## src/rtl/game_sequencer.sv

```systemverilog
// Frame-rate game-flow controller: intro animation, play with lives/invulnerability,
// pause, coin scoring with speed ramp, game over with persistent high score.
module game_sequencer #(
  parameter int N_COIN       = 3,
  parameter int N_FATAL      = 6,
  parameter int COUNTDOWN    = 5,
  parameter int LOGO_STEP    = 30,
  parameter int LOGO_END     = 640,
  parameter int PLAYER_START = 180,
  parameter int PLAYER_END   = 50,
  parameter int PLAYER_STEP  = 20,
  parameter int OFF_SCREEN   = 700,
  parameter int LIVES        = 3,
  parameter int INVULN       = 60,
  parameter int SCORE_W      = 16,
  parameter int SPEED_INIT   = 32,
  parameter int SPEED_MAX    = 64,
  parameter int RAMP_COINS   = 10
) (
  input  logic               clk,
  input  logic               rst,
  input  logic               frame_tick,
  input  logic               start,
  input  logic               pause,
  input  logic [N_COIN-1:0]  coin_hit,
  input  logic [N_FATAL-1:0] fatal_hit,
  output logic [2:0]         state,
  output logic               spawn_en,
  output logic [11:0]        logo_voffset,
  output logic [11:0]        player_voffset,
  output logic [11:0]        over_voffset,
  output logic [SCORE_W-1:0] score,
  output logic [SCORE_W-1:0] high_score,
  output logic [2:0]         lives,
  output logic [7:0]         speed,
  output logic               blink
);

  typedef enum logic [2:0] {
    S_RESET  = 3'd0,
    S_COUNT  = 3'd1,
    S_LOGO   = 3'd2,
    S_SLIDE  = 3'd3,
    S_PLAY   = 3'd4,
    S_PAUSED = 3'd5,
    S_OVER   = 3'd6
  } state_t;

  state_t st;
  logic [7:0] cnt;
  logic [7:0] ramp;
  logic [7:0] inv;
  logic       pause_q;

  function automatic logic [7:0] count_ones(input logic [N_COIN-1:0] v);
    logic [7:0] c;
    c = 8'd0;
    for (int i = 0; i < N_COIN; i++) c = c + {7'd0, v[i]};
    return c;
  endfunction

  logic [7:0]         coin_n;
  logic [SCORE_W:0]   score_sum;
  logic [SCORE_W-1:0] score_new;
  logic [SCORE_W-1:0] high_new;
  logic [7:0]         ramp_sum;
  logic               ramp_wrap;
  logic [7:0]         ramp_new;
  logic [7:0]         speed_new;
  logic               hit;
  logic [2:0]         lives_new;
  logic               dead;
  logic [7:0]         inv_load;
  logic [7:0]         inv_new;
  logic               pause_edge;

  assign state    = st;
  assign spawn_en = (st == S_PLAY);

  // PLAY-tick next values; the invulnerability load happens before that tick's decrement
  always_comb begin
    coin_n     = count_ones(coin_hit);
    score_sum  = {1'b0, score} + (SCORE_W + 1)'(coin_n);
    score_new  = score_sum[SCORE_W] ? '1 : score_sum[SCORE_W-1:0];
    high_new   = (score_new > high_score) ? score_new : high_score;
    ramp_sum   = ramp + coin_n;
    ramp_wrap  = (ramp_sum >= 8'(RAMP_COINS));
    ramp_new   = ramp_wrap ? (ramp_sum - 8'(RAMP_COINS)) : ramp_sum;
    speed_new  = (ramp_wrap && (speed < 8'(SPEED_MAX))) ? (speed + 8'd1) : speed;
    hit        = (|fatal_hit) && (inv == 8'd0);
    lives_new  = hit ? (lives - 3'd1) : lives;
    dead       = hit && (lives_new == 3'd0);
    inv_load   = (hit && !dead) ? 8'(INVULN) : inv;
    inv_new    = (inv_load != 8'd0) ? (inv_load - 8'd1) : inv_load;
    pause_edge = pause && !pause_q;
  end

  // Game-flow state machine with registered outputs, advancing only on frame ticks
  always_ff @(posedge clk) begin
    if (rst) begin
      st             <= S_RESET;
      cnt            <= 8'd0;
      ramp           <= 8'd0;
      inv            <= 8'd0;
      pause_q        <= 1'b0;
      logo_voffset   <= 12'd0;
      player_voffset <= 12'(PLAYER_START);
      over_voffset   <= 12'(OFF_SCREEN);
      score          <= '0;
      high_score     <= '0;
      lives          <= 3'(LIVES);
      speed          <= 8'(SPEED_INIT);
      blink          <= 1'b0;
    end else if (frame_tick) begin
      pause_q <= pause;
      case (st)
        S_RESET: begin
          cnt            <= 8'(COUNTDOWN);
          logo_voffset   <= 12'd0;
          player_voffset <= 12'(PLAYER_START);
          over_voffset   <= 12'(OFF_SCREEN);
          score          <= '0;
          lives          <= 3'(LIVES);
          speed          <= 8'(SPEED_INIT);
          blink          <= 1'b0;
          st             <= S_COUNT;
        end
        S_COUNT: begin
          if (cnt != 8'd0) cnt <= cnt - 8'd1;
          else             st  <= S_LOGO;
        end
        S_LOGO: begin
          if (logo_voffset < 12'(LOGO_END)) logo_voffset <= logo_voffset + 12'(LOGO_STEP);
          else                              st           <= S_SLIDE;
        end
        S_SLIDE: begin
          if (player_voffset > 12'(PLAYER_END)) player_voffset <= player_voffset - 12'(PLAYER_STEP);
          else                                  st             <= S_PLAY;
        end
        S_PLAY: begin
          score <= score_new;
          ramp  <= ramp_new;
          speed <= speed_new;
          lives <= lives_new;
          inv   <= inv_new;
          blink <= inv_new[3];
          // a game-ending hit outranks a simultaneous pause edge
          if (dead) begin
            st           <= S_OVER;
            over_voffset <= 12'd0;
            high_score   <= high_new;
          end else if (pause_edge) begin
            st <= S_PAUSED;
          end else begin
            st <= S_PLAY;
          end
        end
        S_PAUSED: begin
          if (pause_edge) st <= S_PLAY;
          else            st <= S_PAUSED;
        end
        S_OVER: begin
          if (start) st <= S_RESET;
          else       st <= S_OVER;
        end
        default: st <= S_RESET;
      endcase
    end else begin
      st <= st;
    end
  end

endmodule

```

## config.mk

```make
export PLATFORM = sky130hd
export DESIGN_NAME = game_sequencer
export DESIGN_NICKNAME = d
export VERILOG_FILES = /design/src/rtl/game_sequencer.sv
export SDC_FILE = /design/constraint.sdc
export NUM_CORES = 1
export LEC_CHECK = 0
export CAP_MARGIN = 10
export CORE_MARGIN = 2
export CORE_UTILIZATION = 40
export DETAILED_ROUTE_END_ITERATION = 8
export PLACE_DENSITY_LB_ADDON = 0.12
export SLEW_MARGIN = 20
export SYNTH_ARGS = -nofsm -noshare
export SYNTH_HDL_FRONTEND = slang
export SYNTH_SLANG_ARGS = --single-unit
```

## constraint.sdc

```tcl
create_clock -name clk -period 10.3 [get_ports clk]
set_input_delay 1.03 -clock clk [delete_from_list [all_inputs] [get_ports clk]]
set_output_delay 1.03 -clock clk [all_outputs]
set_load 0.02 [all_outputs]
```

[Word-level counts from Yosys, hierarchy flattened]
Cells that the tools add are included.
Word-level totals
  flip-flop bits (word level): 108
  output and inout bits: 84
Cells by class
  add/sub/neg operators: 11
  $lt $le $gt $ge: 5
  reduce and logical (&&, ||, !) cells: 26
  equal/unequal tests: 14
  multiplexer cells: 26
Operators by type and width (number)
  12-bit one-hot mux with 2 select lines: 3
  8-bit 2-to-1 mux: 5
  12-bit 2-to-1 mux: 3
  16-bit one-hot mux with 2 select lines: 1
  8-bit one-hot mux with 2 select lines: 2
  3-bit one-hot mux with 7 select lines: 1
  16-bit by 3-bit adder with 17-bit output: 1
  16-bit greater-than comparator: 1
  16-bit 2-to-1 mux: 1
  8-bit nonzero test: 2
  8-bit by 1-bit subtractor with 8-bit output, second input constant: 2
  3-bit 2-to-1 mux: 5
  3-bit AND reduction: 5
  12-bit by 5-bit adder with 12-bit output, second input constant: 1
  12-bit by 6-bit greater-than comparator with 1-bit output, second input constant: 1
  12-bit by 10-bit less-than comparator with 1-bit output, second input constant: 1
  2-bit != test, second input constant: 6
  12-bit by 5-bit subtractor with 12-bit output, second input constant: 1
  3-bit == test, second input constant: 3
  8-bit by 1-bit adder with 8-bit output, second input constant: 1
  8-bit by 3-bit adder with 8-bit output: 1
  8-bit by 4-bit >= comparator with 1-bit output, second input constant: 1
  8-bit zero test: 1
  8-bit by 7-bit less-than comparator with 1-bit output, second input constant: 1
  18 further kinds: 32

[Depth between registers and ports, before layout]
Gate-level depths: netlist (run 1).
  depth in word-level cells: 11
  depth in mapped cells: 17
  depth with buffers taken out: 14

[Worst setup path before layout (run 1)]
No wires, ideal clock.
  kind: input -> register
  start point: in coin_hit[0]
  end point: reg high_score[0]
  stages on the path: 16
  buffers on the path: 3
  required time: 10.172 ns
  arrival: 4.866 ns
  setup slack: 5.306 ns
  path through: fa_1 > ha_1 > fa_1 > clkbuf_1 > and4_1 > buf_2 > and3_1 > mux2_2 > ha_1 > and3_1 > nor2b_1 > o311a_1 > o311ai_4 > buf_6 > mux2i_1 > nor2_1
On the way
  cells in the longest elaborated chain, start to end: 6
RTL lines
  start: declaration: RTL line 25  | input logic [N_COIN-1:0] coin_hit,
  1-bit by 1-bit adder with 2-bit output: RTL line 58  | for (int i = 0; i < N_COIN; i++) c = c + {7'd0, v[i]};
  2-bit by 1-bit adder with 3-bit output: RTL line 58
  16-bit by 3-bit adder with 17-bit output: RTL line 83  | score_sum = {1'b0, score} + (SCORE_W + 1)'(coin_n);
  16-bit 2-to-1 mux: RTL line 84  | score_new = score_sum[SCORE_W] ? '1 : score_sum[SCORE_W-1:0];
  via score_new[12]: RTL line 64  | logic [SCORE_W-1:0] score_new;
  16-bit greater-than comparator: RTL line 85  | high_new = (score_new > high_score) ? score_new : high_score;
  4-bit AND reduction (no source line)
  end signal: assignment: RTL line 151  | high_score <= high_new;
  end: declaration: RTL line 33  | output logic [SCORE_W-1:0] high_score,
The timed path passes the listed nets, and every way through them passes these cells.
A chain may end at the register's enable or synchronous reset.

[Worst setup path in the final report (run 1)]
Ends and elaborated chain as after synthesis.

==> impl_metrics.ini, run 1 <==
[timing]
fin_setup_tns_ns = 0
hold_slack_ns = 0.465
period_needed_ns = 5.72
clock_skew_ns = 0.00893
slew_viol_final = 0
grt_setup_unrepaired = no
fmax_mhz = 175
post-route-period-util_pct = 55.5
worst_pin_slew_ns = 0.871
slew_headroom_pct = 41.8
setup_viol = 0
finalHoldViolations = 0
layout_setup_ws_ns = 4.58

[floorplan]
die_y_um = 125
rows = 44
core-area_um2 = 14400
die_w_um = 125
start_util_pct = 40.7
dieArea_um2 = 15700
io_pins = 98

[synth]
syn_area_per_cell_um2 = 8.09
yosysMostFrequentCell = dfxtp_1
ys_ff_latch = 94
synth_common_cells = 94 x dfxtp_1, 92 x nor2_1, 58 x nand2_1, 47 x a21oi_1, 42 x inv_1
synth_edf_count = 0
netlist.area_leader.share_pct = 32.0
syn-cell-area_um2 = 5870
synth_top_cell_by_area = dfxtp_1
async_reset_ff_share_pct = 0
yosysWarningCount = 0
ys_seq_area_share_pct = 32.0
synth_cells = 726
synth_cell_types = 80
synth_ff_type = dfxtp_1
yosys-top-cells-area = dfxtp_1 32%, ha_1 6.4%, nor2_1 5.9%

[route]
drt_wl_total_um = 14900
dr_wl_met2_um = 7020
antenna_left = 0
firstDrtPassIters = 4
drc = 0
top_layer = met4
vias = 5411
viasPerCell = 5.56
wl_met3_um = 635
drt-met1-wl_um = 6900
routedWlPerCell_um = 15.3
drt-initial-drc-count = 294

[placement]
hpwl_um = 10600
io_buffers = 88
dpl_worst_slack_ns = 4.26
routabilityCongestion = 0.811

[run]
maxCapViolations = 0

[cells_and_area]
nets = 832
area_growth_pct = 21.1
fillers = 1391
n_antenna_cell = 0
drive_gt1_share_pct = 7.85

[worst_hold_path]
hp-class = register to register

[global_route]
antenna_found_initial = 0
grt_pass1_wl_um = 24700
grt_max_degree = 58
overflow = 0
grt_pass1_vias = 5084
grt_util_all_layers_pct = 18.9

[power_and_ir_drop]
power.leakage_nw = 2.77
ir_drop_mv = 0.0763
p_total_mw = 0.983
power_density_nw_per_um2 = 138

[critical_path]
worst-path-max-fanout = 17
reg2reg_slack_ns = 5.89
cp.required_ns = 10.52
endpoint = high_score[0]
timing.rr.end = high_score[0]
rr_worst_depth = 13
crit_start = coin_hit[0]
endpoint_kind = register
startpoint_type = input port
r2r_start = score[0]
crit_type = input port to register
arrival_ns = 5.94

[run_status]
status = finished clean

[cts]
cts_resized = 0
clockBufferDepth = 2
cts_setup_buffers = 0
clk_latency_ns = 0.35
clk_pin_slew_ns = 0.07
cts_sinks = 94
cts_buffers = 9
cts-htree-levels = 3
cts_tree = yes
cts_root_buf = clkbuf_16
postCtsHoldBufs = 0
power by group:
part           internal [mW]  switching, mW
logic                 0.0863          0.125
clock network          0.214          0.153
registers              0.380         0.0250
total                  0.680          0.303
metal layers:
layer,up-vias,GRT usage (%)
li1,2698,-
met1,2555,24.4
met3,20,3.04
met4,0,7.39
met5,-,0
met2,138,31.6
through the flow:
stage / utilization, % / std cells / area [µm²]
finish: 49.3 / 974 / 7110
global route: 49.3 / 974 / 7110
CTS: 49.3 / 974 / 7110
detailed placement: 47.0 / 958 / 6790
global placement: 47.0 / 958 / 6790
floorplan: - / 734 / 5900
cell families (layout without fill, tap and decap cells):
logic type | Yosys count | in the layout | share of synthesized area [%]
fa+ha+maj | 33 | 33 | 7.42
other cells | 1 | 9 | 0.0639
mux | 17 | 17 | 3.05
xor+xnor | 32 | 32 | 4.77
simple gates | 284 | 284 | 24.6
compound gates | 171 | 171 | 20.8
flops | 94 | 94 | 32.0
buf+inv | 94 | 150 | 7.24
sequential cells by signal, indices dropped and copies added, names as in the netlist:
signal and cells:
lives 3, cnt 8, pause_q 1, state 3, player_voffset 10, score 16, over_voffset 1, logo_voffset 11
speed 8, blink 1, high_score 16, ramp 8, inv 8
final cells by class:
cell class	instances	area, µm²	share of cell area [%]
inverters	42	158	2.22
well taps	184	230	3.24
repair buffers	92	906	12.7
clock buffers	9	225	3.17
flip-flops and latches	94	1880	26.5
clock inverters	7	97.6	1.37
multi-input cells	546	3610	50.8
worst min-delay path by stage:
stage | start | endpoint | depth (start not counted) | slack [ns]
3_5_place_dp | ramp[0] | ramp[0] | 2 | 0.46
3_3_place_gp | player_voffset[11] | player_voffset[11] | 2 | 0.45
6_report | ramp[0] | ramp[0] | 2 | 0.46
2_1_floorplan | ramp[0] | ramp[0] | 2 | 0.44
4_1_cts | ramp[0] | ramp[0] | 2 | 0.47
5_1_grt | ramp[0] | ramp[0] | 2 | 0.50
worst max-delay path, cell delays in order:
cell             delay, ns
clkdlybuf4s50_1       0.43
fa_1                  0.53
ha_1                  0.23
fa_1                  0.53
and4_1                0.36
nand3_1               0.30
o21ai_0               0.25
ha_1                  0.33
and3_1                0.19
nor2b_1               0.13
o311a_1               0.36
o311ai_4              0.60
buf_4                 0.37
mux2i_1               0.21
nor2_1                0.05
cells in the final DEF, fill, tap and decap left out, types with 10 or more instances in the layout:
cell / Yosys / routed
nand3_1: 28 / 28
a22oi_1: 13 / 13
and3_1: 12 / 12
inv_1: 42 / 42
nand4_1: 10 / 10
ha_1: 30 / 30
a31oi_1: 11 / 11
a211oi_1: 10 / 10
nor3_1: 14 / 14
dfxtp_1: 94 / 94
xnor2_1: 19 / 19
mux2i_1: 10 / 10
nor2_1: 92 / 92
xor2_1: 13 / 13
o21ai_0: 27 / 27
clkdlybuf4s50_1: 0 / 87
a21oi_1: 47 / 47
nand2_1: 58 / 58
Power figures use the tool's default switching activity.
==> run 2: changes to the inputs <==
clock period = 5.4 ns   (was 10.3 ns; I/O delays follow)
==> run 2 against run 1 <==
Final area rose by 0.30%. Sequential share of layout area down 0.079 points. Utilization is 0.15 points higher. Flip-flop and latch count unchanged. Critical path type unchanged. Critical endpoint unchanged.
==> impl_metrics.ini, run 2 (synthesis gave the netlist of run 1 again) <==
[placement]
dpl_worst_slack_ns = 0.395
hpwl_um = 11000
io_buffers = 88
routabilityCongestion = 0.845

[cts]
clockBufferDepth = 2
cts_resized = 0
cts_setup_buffers = 0
clk_pin_slew_ns = 0.07
cts_sinks = 94
clk_latency_ns = 0.35
cts_root_buf = clkbuf_16
cts_buffers = 9
postCtsHoldBufs = 0
cts_tree = yes
cts-htree-levels = 3

[timing]
slew_headroom_pct = 42.8
setup_viol = 0
layout_setup_ws_ns = 0.716
period_needed_ns = 4.68
finalHoldViolations = 0
fin_setup_tns_ns = 0
worst_pin_slew_ns = 0.856
grt_setup_unrepaired = no
slew_viol_final = 0
post-route-period-util_pct = 86.7
fmax_mhz = 213
clock_skew_ns = 0.00538

[critical_path]
cp.required_ns = 5.61
startpoint_type = input port
endpoint_kind = register
worst-path-max-fanout = 22
arrival_ns = 4.89
crit_type = input port to register

[power_and_ir_drop]
ir_drop_mv = 0.122
power_density_nw_per_um2 = 261
power.leakage_nw = 2.79

[floorplan]
die_y_um = 125
io_pins = 98
rows = 44
die_w_um = 125
core-area_um2 = 14400
start_util_pct = 40.7
dieArea_um2 = 15700

[route]
routedWlPerCell_um = 15.7
firstDrtPassIters = 5
antenna_left = 0
viasPerCell = 5.60
vias = 5462
drt-initial-drc-count = 313
drc = 0
drt_wl_total_um = 15300

[cells_and_area]
area_growth_pct = 21.4
layout_commonest_cell = dfxtp_1
nets = 834
fillers = 1368
final-seq-area_um2 = 1880
multi_input_area_um2 = 3610
layout_common_cells = 94 x dfxtp_1, 92 x nor2_1, 87 x clkdlybuf4s50_1
n_antenna_cell = 0
layout_top_registers = high_score x16, score x16, logo_voffset x11
drive_gt1_share_pct = 7.83

[run_status]
status = finished clean

[global_route]
grt_util_all_layers_pct = 19.2
overflow = 0
grt_max_degree = 57
grt_pass1_vias = 5138
grt_pass1_wl_um = 25000
antenna_found_initial = 0

[worst_hold_path]
hp-class = register to register

[run]
maxCapViolations = 0
==> run 2: cell count changes in the layout (fill, tap and decap cells not counted), sizes merged <==
| cell | previous run | this run |
|---|---|---|
| buf | 5 | 7 |
| clkinvlp | 2 | 0 |
| clkbuf | 9 | 12 |
| inv | 43 | 42 |
==> run 2: metal layers <==
layer,wire [µm],vias up,global-route usage [%]
li1,-,2705,-
met1,7190,2617,24.8
met2,7270,128,32.9
met3,661,12,3.42
met4,195,0,5.82
met5,0,-,0
==> run 2: path summary, 6_finish.rpt <==
path                                          from                  to  slack (ns)  depth (start not counted)
worst min-delay path            player_voffset[11]  player_voffset[11]        0.48                          2
worst max-delay path                   coin_hit[0]       high_score[0]        0.72                         15
worst min register to register  player_voffset[11]  player_voffset[11]        0.48                          2
worst max register to register            score[2]       high_score[0]        1.46                         12
==> run 2: power by group <==
part | total, mW | switching, mW | internal [mW]
clock network | 0.687 | 0.270 | 0.417
logic | 0.404 | 0.239 | 0.164
registers | 0.773 | 0.0492 | 0.724
==> run 2: area by class of cell <==
cell class	count	share of cell area [%]
tap	184	3.23
inverter	42	2.21
multi-input combinational	546	50.6
clock inverter	4	0.983
sequential	94	26.4
timing repair buffer	94	13.1
clock buffer	12	3.46
==> run 2: metrics by stage <==
step	cell area, µm²	util, %	hold slack, ns	cells	power [mW]
final	7130	49.4	0.476	976	1.86
after global routing	7130	49.4	0.501	976	1.96
after CTS	7130	49.4	0.479	976	1.89
after detailed placement	6810	47.2	0.471	960	1.19
after global placement	6810	47.2	0.449	960	1.19
after floorplan	5900	-	0.441	734	1.08
==> run 2: worst max-delay path, cell delays in order <==
cell	delay [ns]
clkdlybuf4s50_1	0.43
fa_1	0.54
ha_1	0.23
fa_1	0.38
and4_1	0.30
and3_1	0.20
mux2_2	0.30
ha_1	0.29
and3_1	0.20
nor2b_1	0.16
o311a_1	0.37
o311ai_4	0.46
buf_12	0.23
mux2i_1	0.20
nor2_1	0.06
==> run 3: changes to the inputs <==
GPL_ROUTABILITY_DRIVEN = 0   (was not set)
PLACE_DENSITY_LB_ADDON = 0.1   (was 0.12)
==> run 3 against run 2 <==
Flip-flop and latch count did not move. Clock power shrank 9.3%. Clock-buffer cell count fell by 1. Cell count unchanged. Final area is 0.42% lower. First-iteration DRC count fell by 20%. Critical path type unchanged. Largest cell class unchanged. Largest power group unchanged.
==> impl_metrics.ini, run 3 (synthesis gave the netlist of run 1 again) <==
[run_status]
status = finished clean

[floorplan]
io_pins = 98
rows = 44
die_w_um = 125
die_y_um = 125
start_util_pct = 40.7
core-area_um2 = 14400
dieArea_um2 = 15700

[timing]
slew_viol_final = 0
clock_skew_ns = 0.0107
fmax_mhz = 220
slew_headroom_pct = 39.7
grt_setup_unrepaired = no
fin_setup_tns_ns = 0
post-route-period-util_pct = 84.4
worst_pin_slew_ns = 0.896
period_needed_ns = 4.56
finalHoldViolations = 0
setup_viol = 0

[critical_path]
arrival_ns = 4.77
endpoint_kind = register
startpoint_type = input port
worst-path-max-fanout = 25
crit_type = input port to register
cp.required_ns = 5.61

[placement]
io_buffers = 88
place_area_um2 = 6810
hpwl_um = 10700

[cts]
clockBufferDepth = 2
clk_pin_slew_ns = 0.06
cts_tree = yes
clk_latency_ns = 0.35
cts_setup_buffers = 0
cts-htree-levels = 3
cts_sinks = 94
cts_root_buf = clkbuf_16
cts_buffers = 9
cts_resized = 0
postCtsHoldBufs = 0

[cells_and_area]
layout_common_cells = 94 x dfxtp_1, 92 x nor2_1, 87 x clkdlybuf4s50_1
n_antenna_cell = 0
nets = 834
area_growth_pct = 20.9
fillers = 1388
drive_gt1_share_pct = 8.08
layout_top_registers = high_score x16, score x16, logo_voffset x11
final_cell_area_um2 = 7100
final_util_pct = 49.2
layout_commonest_cell = dfxtp_1

[global_route]
overflow = 0
antenna_found_initial = 0
grt_util_all_layers_pct = 19.3
grt_pass1_wl_um = 25100
grt_max_degree = 58
grt_pass1_vias = 5181

[route]
antenna_left = 0
drc = 0
drt-initial-drc-count = 250
vias = 5415
viasPerCell = 5.55
firstDrtPassIters = 5
routedWlPerCell_um = 15.3
drt_wl_total_um = 14900

[worst_hold_path]
hp-class = register to register

[power_and_ir_drop]
power.leakage_nw = 2.77
p_sw_share_pct = 31.9
ir_drop_mv = 0.178
p_switching_mw = 0.575
power_density_nw_per_um2 = 254
p_total_mw = 1.80
power_frac_seq_pct = 43.0
p_comb_share_pct = 22.4
p_clk_share_pct = 34.6
internal_power_mw = 1.22

[run]
maxCapViolations = 0
run 3: final cells by class:
cell class | instances | area (µm²) | area share (%)
inverter | 42 | 158 | 2.22
timing repair buffer | 94 | 933 | 13.1
multi-input combinational | 546 | 3610 | 50.8
clock inverter | 5 | 33.8 | 0.476
clock buffer | 11 | 253 | 3.56
tap | 184 | 230 | 3.24
sequential | 94 | 1880 | 26.5
run 3: power by group through the flow:
stage               sequential [mW]  combinational (mW)  clock (mW)
floorplan                     0.786               0.290           0
global placement              0.788               0.400           0
detailed placement            0.790               0.405           0
CTS                           0.774               0.407       0.641
global route                  0.781               0.447       0.668
finish                        0.774               0.403       0.623
run 3: final timing paths:
check,startpoint,endpoint,slack [ns],cells past startpoint
min reg2reg,ramp[0],ramp[0],0.47,2
max,coin_hit[0],high_score[12],0.84,15
max reg2reg,score[2],high_score[12],1.61,12
min,ramp[0],ramp[0],0.47,2
run 3: layer usage:
layer / routed length [µm] / GRT usage (%) / vias to the layer above
met1: 6990 / 25.2 / 2576
met5: 0 / 0 / -
li1: - / - / 2696
met4: 195 / 5.42 / 0
met2: 7040 / 32.3 / 125
met3: 690 / 3.98 / 18
run 3: per-stage QoR:
step | hold WS (ns) | worst slack [ns] | instances
floorplan | 0.441 | 0.896 | 734
global placement | 0.461 | 0.568 | 960
detailed placement | 0.458 | 0.493 | 960
CTS | 0.466 | 0.856 | 976
global route | 0.496 | 0.584 | 976
finish | 0.466 | 0.844 | 976
run 3: worst max-delay path: stages:
cell and delay, ns:
clkdlybuf4s50_1 0.43, fa_1 0.51, ha_1 0.22, fa_1 0.42, and4_1 0.32, and3_1 0.21
mux2_2 0.29, ha_1 0.29, and3_1 0.18, nor2b_1 0.14, o311a_1 0.37, o311ai_4 0.33
buf_12 0.23, mux2i_1 0.21, nor2_1 0.05
